[src/rtl/fd_queue.sv]
// Fetch-to-decode instruction queue: DEPTH-entry circular buffer carrying instr, PC, PC+4 and mode bit.
// Optional FDQ_STATS_EN adds high-water and flush-cycle counters.
module fd_queue #(
    parameter int XLEN  = 32,
    parameter int DEPTH = 4,
    localparam int CW   = $clog2(DEPTH) + 1
) (
    input  logic            clk,
    input  logic            rst,
    input  logic            PushF,
    input  logic [XLEN-1:0] InstrF,
    input  logic [XLEN-1:0] PCF,
    input  logic [XLEN-1:0] PCPlus4F,
    input  logic            ArmF,
    output logic            ReadyF,
    input  logic            StallD,
    input  logic            FlushD,
    output logic [XLEN-1:0] InstrD,
    output logic [XLEN-1:0] PCD,
    output logic [XLEN-1:0] PCPlus4D,
    output logic            ArmD,
    output logic            ValidD,
    output logic [CW-1:0]   CountD
`ifdef FDQ_STATS_EN
    ,
    output logic [CW-1:0]   HighWaterD,
    output logic [15:0]     FlushCntD
`endif
);

    localparam int PW = $clog2(DEPTH);

    logic [XLEN-1:0] instr_q [DEPTH];
    logic [XLEN-1:0] pc_q    [DEPTH];
    logic [XLEN-1:0] pc4_q   [DEPTH];
    logic [DEPTH-1:0] arm_q;

    logic [PW-1:0] rd_ptr;
    logic [PW-1:0] wr_ptr;
    logic [CW-1:0] count;
    logic [CW-1:0] count_nxt;
    logic          push;
    logic          pop;

    always_comb begin
        ValidD    = (count != '0);
        ReadyF    = (count != CW'(DEPTH));
        push      = PushF & ReadyF & ~FlushD;
        pop       = ValidD & ~StallD & ~FlushD;
        count_nxt = count;
        case ({push, pop})
            2'b10:   count_nxt = count + CW'(1);
            2'b01:   count_nxt = count - CW'(1);
            default: count_nxt = count;
        endcase
    end

    // Head fields read combinationally, masked to zero while the queue is empty.
    always_comb begin
        InstrD   = '0;
        PCD      = '0;
        PCPlus4D = '0;
        ArmD     = 1'b0;
        if (ValidD) begin
            InstrD   = instr_q[rd_ptr];
            PCD      = pc_q[rd_ptr];
            PCPlus4D = pc4_q[rd_ptr];
            ArmD     = arm_q[rd_ptr];
        end
    end

    assign CountD = count;

    always_ff @(posedge clk) begin
        if (rst || FlushD) begin
            rd_ptr <= '0;
            wr_ptr <= '0;
            count  <= '0;
        end else begin
            if (push) wr_ptr <= wr_ptr + PW'(1);
            if (pop)  rd_ptr <= rd_ptr + PW'(1);
            count <= count_nxt;
        end
    end

    always_ff @(posedge clk) begin
        if (push) begin
            instr_q[wr_ptr] <= InstrF;
            pc_q[wr_ptr]    <= PCF;
            pc4_q[wr_ptr]   <= PCPlus4F;
            arm_q[wr_ptr]   <= ArmF;
        end
    end

`ifdef FDQ_STATS_EN
    // Tracking count_nxt keeps the high-water mark current with CountD; flush never raises it.
    always_ff @(posedge clk) begin
        if (rst) begin
            HighWaterD <= '0;
            FlushCntD  <= '0;
        end else begin
            if (!FlushD && count_nxt > HighWaterD) HighWaterD <= count_nxt;
            if (FlushD && FlushCntD != 16'hFFFF)   FlushCntD  <= FlushCntD + 16'd1;
        end
    end
`endif

endmodule

[config.mk]
export PLATFORM = sky130hd
export DESIGN_NAME = fd_queue
export DESIGN_NICKNAME = d
export VERILOG_FILES = /design/src/rtl/fd_queue.sv
export SDC_FILE = /design/constraint.sdc
export NUM_CORES = 1
export LEC_CHECK = 0
export CAP_MARGIN = 15
export CORE_MARGIN = 4
export CORE_UTILIZATION = 49
export DETAILED_ROUTE_END_ITERATION = 6
export PLACE_DENSITY = 0.83
export SLEW_MARGIN = 20
export SYNTH_ARGS = -nofsm -noshare
export SYNTH_HDL_FRONTEND = slang
export SYNTH_SLANG_ARGS = --single-unit
[constraint.sdc]
create_clock -name clk -period 3.6 [get_ports clk]
set_input_delay 0.72 -clock clk [delete_from_list [all_inputs] [get_ports clk]]
set_output_delay 0.72 -clock clk [all_outputs]
set_load 0.05 [all_outputs]
==> results of run 1 <==
==> metal layers <==
| layer | GRT usage, % | vias up | routed length [µm] | part of all wire [%] |
|---|---|---|---|---|
| met5 | 0 | - | 24 | 0.082 |
| met4 | 3.85 | 4 | 495 | 1.7 |
| met3 | 4.55 | 42 | 2310 | 7.9 |
| met2 | 28.0 | 270 | 14200 | 48 |
| met1 | 24.4 | 3722 | 12300 | 42 |
| li1 | - | 3207 | - | - |
==> cell families (layout without fill, tap and decap cells) <==
kind of cell | Yosys count | count (layout) | synth area share [%]
multiplexers | 97 | 97 | 14.4
AND/OR/NAND/NOR | 117 | 117 | 4.80
AO/OA/AOI/OAI | 11 | 11 | 0.397
buffers and inverters | 41 | 304 | 1.47
adder cells (fa/ha/maj) | 6 | 6 | 0.546
XOR/XNOR | 2 | 2 | 0.116
flip-flops | 397 | 397 | 78.2
==> metrics by stage <==
stage | total power, mW | std cells
global route | 10.5 | 1330
global placement | 5.79 | 1254
floorplan | 5.52 | 671
detailed placement | 5.80 | 1254
CTS | 10.3 | 1330
finish | 10.2 | 1330
==> worst paths after layout <==
kind | depth (start not counted) | end | from
setup / recovery | 4 | PCPlus4D[14] | flip-flop
hold / removal | 2 | wr_ptr[1]$_SDFFE_PP0P_ | wr_ptr[1]$_SDFFE_PP0P_
setup reg to reg | 9 | CountD[2]$_SDFFE_PP0P_ | CountD[2]$_SDFFE_PP0P_
hold reg to reg | 2 | wr_ptr[1]$_SDFFE_PP0P_ | wr_ptr[1]$_SDFFE_PP0P_
==> layout make-up <==
type / count / area share [%]
flip-flops and latches: 397 / 61.9
multi-input cells: 233 / 16.2
repair buffers: 221 / 11.5
clock buffers: 53 / 5.98
well taps: 396 / 2.59
clock inverters: 23 / 1.68
inverters: 7 / 0.137
==> worst max-delay path: cells and delay by family, from the launching register on <==
kind / cells / cell delay, ns
buf+inv: 2 / 0.99
flops: 1 / 0.44
mux: 1 / 0.56
simple gates: 1 / 0.19
==> power by group <==
part | switching [mW] | total, mW | internal, mW | leakage (nW)
registers | 0.0165 | 5.16 | 5.14 | 3.60
logic | 0.301 | 0.541 | 0.241 | 1.84
clock network | 1.66 | 4.48 | 2.82 | 0.720
total | 1.97 | 10.2 | 8.20 | 6.15
==> sequential cells by signal (all words and copies together), names as in the netlist, named ones only <==
name	count
arm_q	4
pc4_q	128
pc_q	128
wr_ptr	2
CountD	3
rd_ptr	2
instr_q	128
==> synth_stat cells <==
cell      count
a21o_1        1
a21oi_1       6
and2_1       98
and3_1        4
buf_12        1
buf_2        12
buf_6         5
clkbuf_1     16
dfxtp_1       9
edfxtp_1    388
fa_1          1
ha_1          5
inv_1         7
mux4_2       97
nand2b_1      1
nand3_1       1
nand4_1       1
nor2_1        4
nor2b_1       1
nor3_1        1
nor3_2        1
o21ai_0       3
o31ai_1       1
or2_2         1
or3_1         3
or3b_1        1
xor2_1        2
==> metrics.md, run 1 <==
| Metric | Value |
|---|---|
| Worst skew pair latency | `roughly 0.5 ns` |
| Area of the multi-input gates | `~3100 µm²` |
| TNS Setup | `0 ns` |
| Slowest CP cell | `clkdlybuf4s50_1` |
| R2R setup slack | `1.09 ns` |
| Die Area | `33700 µm²` |
| Fmax | `just under 0.3 GHz` |
| Setup WS post-layout | `approximately 0.17 ns` |
| Setup violations, final | `0` |
| Pwr/cell area | `roughly 530 nW/µm²` |
| VDD IR max | `between 500 and 600 µV` |
| DR vias/cell | `roughly 5.4` |
| Initial antenna violation count | `2` |
| # Max-Cap Violations | `0` |
| Slew margin rel. | `61.9%` |
| Area leader, netlist | `edfxtp_1` |
| Final hold violations | `0` |
| Initial DRT Pass Iterations | `4` |
| Layout cell share with drive strength beyond 1 | `between 20% and 30%` |
| Clk buf depth | `3` |
| Placed wire-length estimate | `about 18000 µm` |
| DRC | `0` |
| Most common cell after layout, fill and taps aside | `edfxtp_1` |
| Area delta synth->final | `26.4%` |
| Initial Util | `between 40% and 50%` |
| I/O Pins | `slightly above 200` |
| Post-CTS Resized | `0` |
| Final Instance Area | `19100 µm²` |
| Global-route wire length before repair | `approximately 45000 µm` |
| Post-CTS setup buffers | `0` |
| Overall routed net length | `approximately 29000 µm` |
| Cell variety after synth | `27` |
| Tot GR Track Use | `approximately 17%` |
| Outcome | `completed` |
| Worst-path clk slew | `0.06 ns` |
| Area contributors post-synth | `edfxtp_1, mux4_2, and2_1, dfxtp_1, ha_1` |
| Post-Syn Area | `around 15000 µm²` |
| Antenna cell count | `0` |
| Placer Congestion | `about 0.7` |
| Syn_area_per_cell | `22.5 µm²` |
| Cell Rows | `64` |
| Cell Area, Placed | `roughly 18000 µm²` |
| Commonest non-fill, non-tap cells in the layout | `edfxtp_1, clkdlybuf4s50_1, and2_1, mux4_2, buf_4` |
| Synth Register Bits | `about 400` |
| Hold WS | `0.545 ns` |
| Synth Warn # | `0` |
| Via count | `between 7000 and 8000` |
| Startpoint Class | `flip-flop` |
| Leak pwr | `slightly above 6 nW` |
| Max-slew violations | `0` |
| Chip height | `~180 µm` |
| Pre-CTS setup slack | `0.646 ns` |
| Final Core Density | `62.7%` |
| Hold Buf Count CTS | `0` |
| Critical Path, Cell by Cell | `buf_12 > mux4_2 > and2_1 > clkdlybuf4s50_1` |
| CTS tree | `yes` |
| Die X | `roughly 180 µm` |
| Drt initial violations | `580` |
| Minimum clock period | `between 3 and 4 ns` |
| Crit path capture type | `output port` |
| Clock Sinks | `slightly below 400` |
| CP max stage delay | `0.71 ns` |
| Worst Skew | `around 0.0084 ns` |
| Number of global-route vias before repair | `between 7000 and 8000` |
| Grt total ovfl | `0` |
| Root Driver | `clkbuf_16` |
| Post-synthesis sequential area ratio | `between 70% and 80%` |
| Worst Tran Pin Value | `approximately 0.57 ns` |
| TritonCTS Buffers | `41` |
| WS Path Type | `reg2out` |
| Largest net degree at the start of global routing | `55` |
| Syn Inst Count | `671` |
| CTS HTree Levels | `2` |
| Data arrival, critical path | `approximately 2.7 ns` |
| # port buffers | `approximately 200` |
| CORE AREA | `roughly 30000 µm²` |
| RSZ-0062 raised after global routing | `false` |
| CP Max Fanout | `30` |
| Sequential cell area | `about 12000 µm²` |
| Fillcell total | `2038` |
| Final period util | `between 90% and 100%` |
| ANT nets after route | `0` |
| Worst EP required | `2.88 ns` |
| Drt wl/cell | `roughly 22 µm` |
| Syn Nets | `about 800` |
| Post-synth top area share | `around 77%` |
| Worst min path class | `reg2reg` |
| Nets | `between 1000 and 1500` |
Power figures use the tool's default switching activity.
==> run 2: changes to the inputs <==
Settings changed: REMOVE_ABC_BUFFERS from default to 1.
==> run 2 against run 1 <==
Setup slack got worse by 0.029 ns. Non-clock buffer count is the same. Critical path depth unchanged. Sequential share of layout area up 0.56 points. Die area unchanged. Power fell by 5.5%. Maximum frequency down 0.83%. Register-to-register slack got worse by 0.03 ns. Flip-flop and latch count is the same. Sequential power about the same. Critical path type unchanged.
==> metrics.md, run 2 (synthesis results as in run 1) <==
| Metric | Value |
|---|---|
| Slowest CP cell | `clkdlybuf4s50_1 (unchanged)` |
| Cell Rows | `64 (unchanged)` |
| Most common cell after layout, fill and taps aside | `edfxtp_1 (unchanged)` |
| Startpoint Class | `flip-flop (unchanged)` |
| Worst-path clk slew | `0.06 ns (about the same)` |
| Hold depth | `2 (unchanged)` |
| Fillcell total | `2085 (was 2038)` |
| Tot GR Track Use | `17.4% (about the same)` |
| TritonCTS Buffers | `40 (was 41)` |
| Cell Area, Placed | `17700 µm² (about the same)` |
| Largest regs | `instr_q (128), pc4_q (128), pc_q (128) (unchanged)` |
| Final Core Density | `62.1% (was 62.7%)` |
| Setup violations, final | `0 (unchanged)` |
| CP max stage delay | `0.70 ns (was 0.71 ns)` |
| Critical Path, Cell by Cell | `buf_16 > mux4_2 > and2_1 > clkdlybuf4s50_1 (was buf_12 > mux4_2 > and2_1 > clkdlybuf4s50_1)` |
| Crit Reg-Reg Endpoint | `CountD[2]$_SDFFE_PP0P_ (unchanged)` |
| Reg-to-Reg Start | `CountD[2]$_SDFFE_PP0P_ (unchanged)` |
| VDD IR max | `507 µV (was 584 µV)` |
| I/O Pins | `204 (unchanged)` |
| Placer Congestion | `0.694 (was 0.718)` |
| Die X | `184 µm (unchanged)` |
| Overall Power | `9.62 mW (was 10.2 mW)` |
| Antenna cell count | `0 (unchanged)` |
| Hold Crit Start | `rd_ptr[1]$_SDFFE_PP0P_ (was wr_ptr[1]$_SDFFE_PP0P_)` |
| Largest net degree at the start of global routing | `58 (was 55)` |
| Final Instance Area | `18900 µm² (was 19100 µm²)` |
| CP Max Fanout | `57 (was 30)` |
| DRC | `0 (unchanged)` |
| WS Path Type | `reg2out (unchanged)` |
| Final hold violations | `0 (unchanged)` |
| Combinational fraction of design power | `5.7% (was 5.3%)` |
| Grt total ovfl | `0 (unchanged)` |
| NetSw | `1.92 mW (was 1.97 mW)` |
| Initial DRT Pass Iterations | `4 (unchanged)` |
| Net Sw Frac | `19.9% (was 19.4%)` |
| DR vias/cell | `5.47 (was 5.45)` |
| Hold WS | `0.524 ns (was 0.545 ns)` |
| Max-slew violations | `0 (unchanged)` |
| CORE AREA | `30500 µm² (unchanged)` |
| Via count | `7256 (was 7245)` |
| CTS HTree Levels | `2 (unchanged)` |
| Overall routed net length | `29300 µm (was 29400 µm)` |
| Area delta synth->final | `25.3% (was 26.4%)` |
| Clock Sinks | `397 (unchanged)` |
| Initial antenna violation count | `2 (unchanged)` |
| Pwr/cell area | `508 nW/µm² (was 532 nW/µm²)` |
| Sequential share of power | `53.6% (was 50.7%)` |
| Minimum clock period | `3.46 ns (was 3.43 ns)` |
| Fmax | `0.289 GHz (was 0.292 GHz)` |
| Nets | `1008 (was 1009)` |
| Final period util | `96.0% (was 95.2%)` |
| Chip height | `184 µm (unchanged)` |
| RSZ-0062 raised after global routing | `false (unchanged)` |
| Worst EP required | `2.88 ns (about the same)` |
| Post-CTS setup buffers | `0 (unchanged)` |
| # Max-Cap Violations | `0 (unchanged)` |
| CTS tree | `yes (unchanged)` |
| Worst Skew | `0.0137 ns (was 0.00835 ns)` |
| Die Area | `33700 µm² (unchanged)` |
| Leak pwr | `6.03 nW (was 6.15 nW)` |
| Layout cell share with drive strength beyond 1 | `22.4% (was 24.5%)` |
| Drt initial violations | `533 (was 580)` |
| Initial Util | `49.6% (unchanged)` |
| Worst skew pair latency | `0.52 ns (was 0.51 ns)` |
| Clock power frac | `40.7% (was 44.0%)` |
| Crit path capture type | `output port (unchanged)` |
| Global-route wire length before repair | `45200 µm (was 45400 µm)` |
| Drt wl/cell | `22.1 µm (about the same)` |
| Worst min path class | `reg2reg (unchanged)` |
| Commonest non-fill, non-tap cells in the layout | `edfxtp_1, clkdlybuf4s50_1, and2_1, mux4_2, clkbuf_16 (was edfxtp_1, clkdlybuf4s50_1, and2_1, mux4_2, buf_4)` |
| ANT nets after route | `0 (unchanged)` |
| Number of global-route vias before repair | `7874 (was 7917)` |
| Worst Tran Pin Value | `0.630 ns (was 0.569 ns)` |
| FF-to-FF path depth | `9 (unchanged)` |
| # port buffers | `203 (unchanged)` |
| Placed wire-length estimate | `17600 µm (was 17900 µm)` |
| Root Driver | `clkbuf_16 (unchanged)` |
| Slew margin rel. | `57.9% (was 61.9%)` |
| Data arrival, critical path | `2.74 ns (was 2.71 ns)` |
| Internal power | `7.70 mW (was 8.20 mW)` |
| Outcome | `completed (unchanged)` |
| Clk buf depth | `3 (unchanged)` |
| R2R setup slack | `1.06 ns (was 1.09 ns)` |
## run 2: cell count changes in the layout (fill, tap and decap cells not counted), moves of 2 or more
cell	previous run	this run
clkbuf_16	43	41
clkinv_1	4	11
clkdlybuf4s50_1	163	173
buf_4	47	36
clkbuf_8	3	1
bufinv_16	8	3
clkinv_2	8	5
## run 2: worst max-delay path, delay by kind of cell (launching register included)
family                 cells  cell delay, ns
and+or+nand+nor            1            0.18
DFF                        1            0.37
buffers and inverters      2            1.07
muxes                      1            0.58
## run 2: area by class of cell
cell class	count	area, µm²	share of cell area (%)
Clock buffer	49	1070	5.63
Clock inverter	23	189	0.997
Inverter	7	28.8	0.152
Multi-Input combinational cell	233	3090	16.3
Sequential cell	397	11800	62.5
Tap cell	396	495	2.61
Timing Repair Buffer	221	2240	11.8
## run 2: repair_timing
item	in CTS	in global routing
endpoints found under the setup margin	0	48
resized for setup	0	4
hold buffers	0	0
## run 2: how the worst max path moves through the flow
stage | startpoint | to | slack (ns)
floorplan | flip-flop | InstrD[0] | -2.11
global placement | CountD[0]$_SDFFE_PP0P_ | PCD[17] | 0.57
detailed placement | FlushD | CountD[2]$_SDFFE_PP0P_ | 0.58
CTS | CountD[0]$_SDFFE_PP0P_ | PCPlus4D[25] | 0.02
global route | flip-flop | PCD[4] | 0.01
finish | flip-flop | PCD[9] | 0.14
## run 2: power by group through the flow
stage | clock network [mW] | registers (mW) | logic, mW
3_5_place_dp | 0 | 5.25 | 0.547
5_1_grt | 4.22 | 5.16 | 0.578
2_1_floorplan | 0 | 5.27 | 0.259
4_1_cts | 4.02 | 5.16 | 0.551
3_3_place_gp | 0 | 5.25 | 0.536
6_report | 3.92 | 5.16 | 0.545
## run 2: metrics by stage
stage          instances  worst slack, ns  TNS, ns
2_1_floorplan        637            -2.11  -418.28
3_3_place_gp        1254            0.567        0
3_5_place_dp        1254            0.578        0
4_1_cts             1326           0.0215        0
5_1_grt             1326           0.0119        0
6_report            1326            0.142        0
## run 2: routing by layer
layer	wire [µm]	global-route usage (%)
met1	12100	23.5
met3	2070	4.57
met4	569	3.82
met2	14500	29.0
met5	21	0
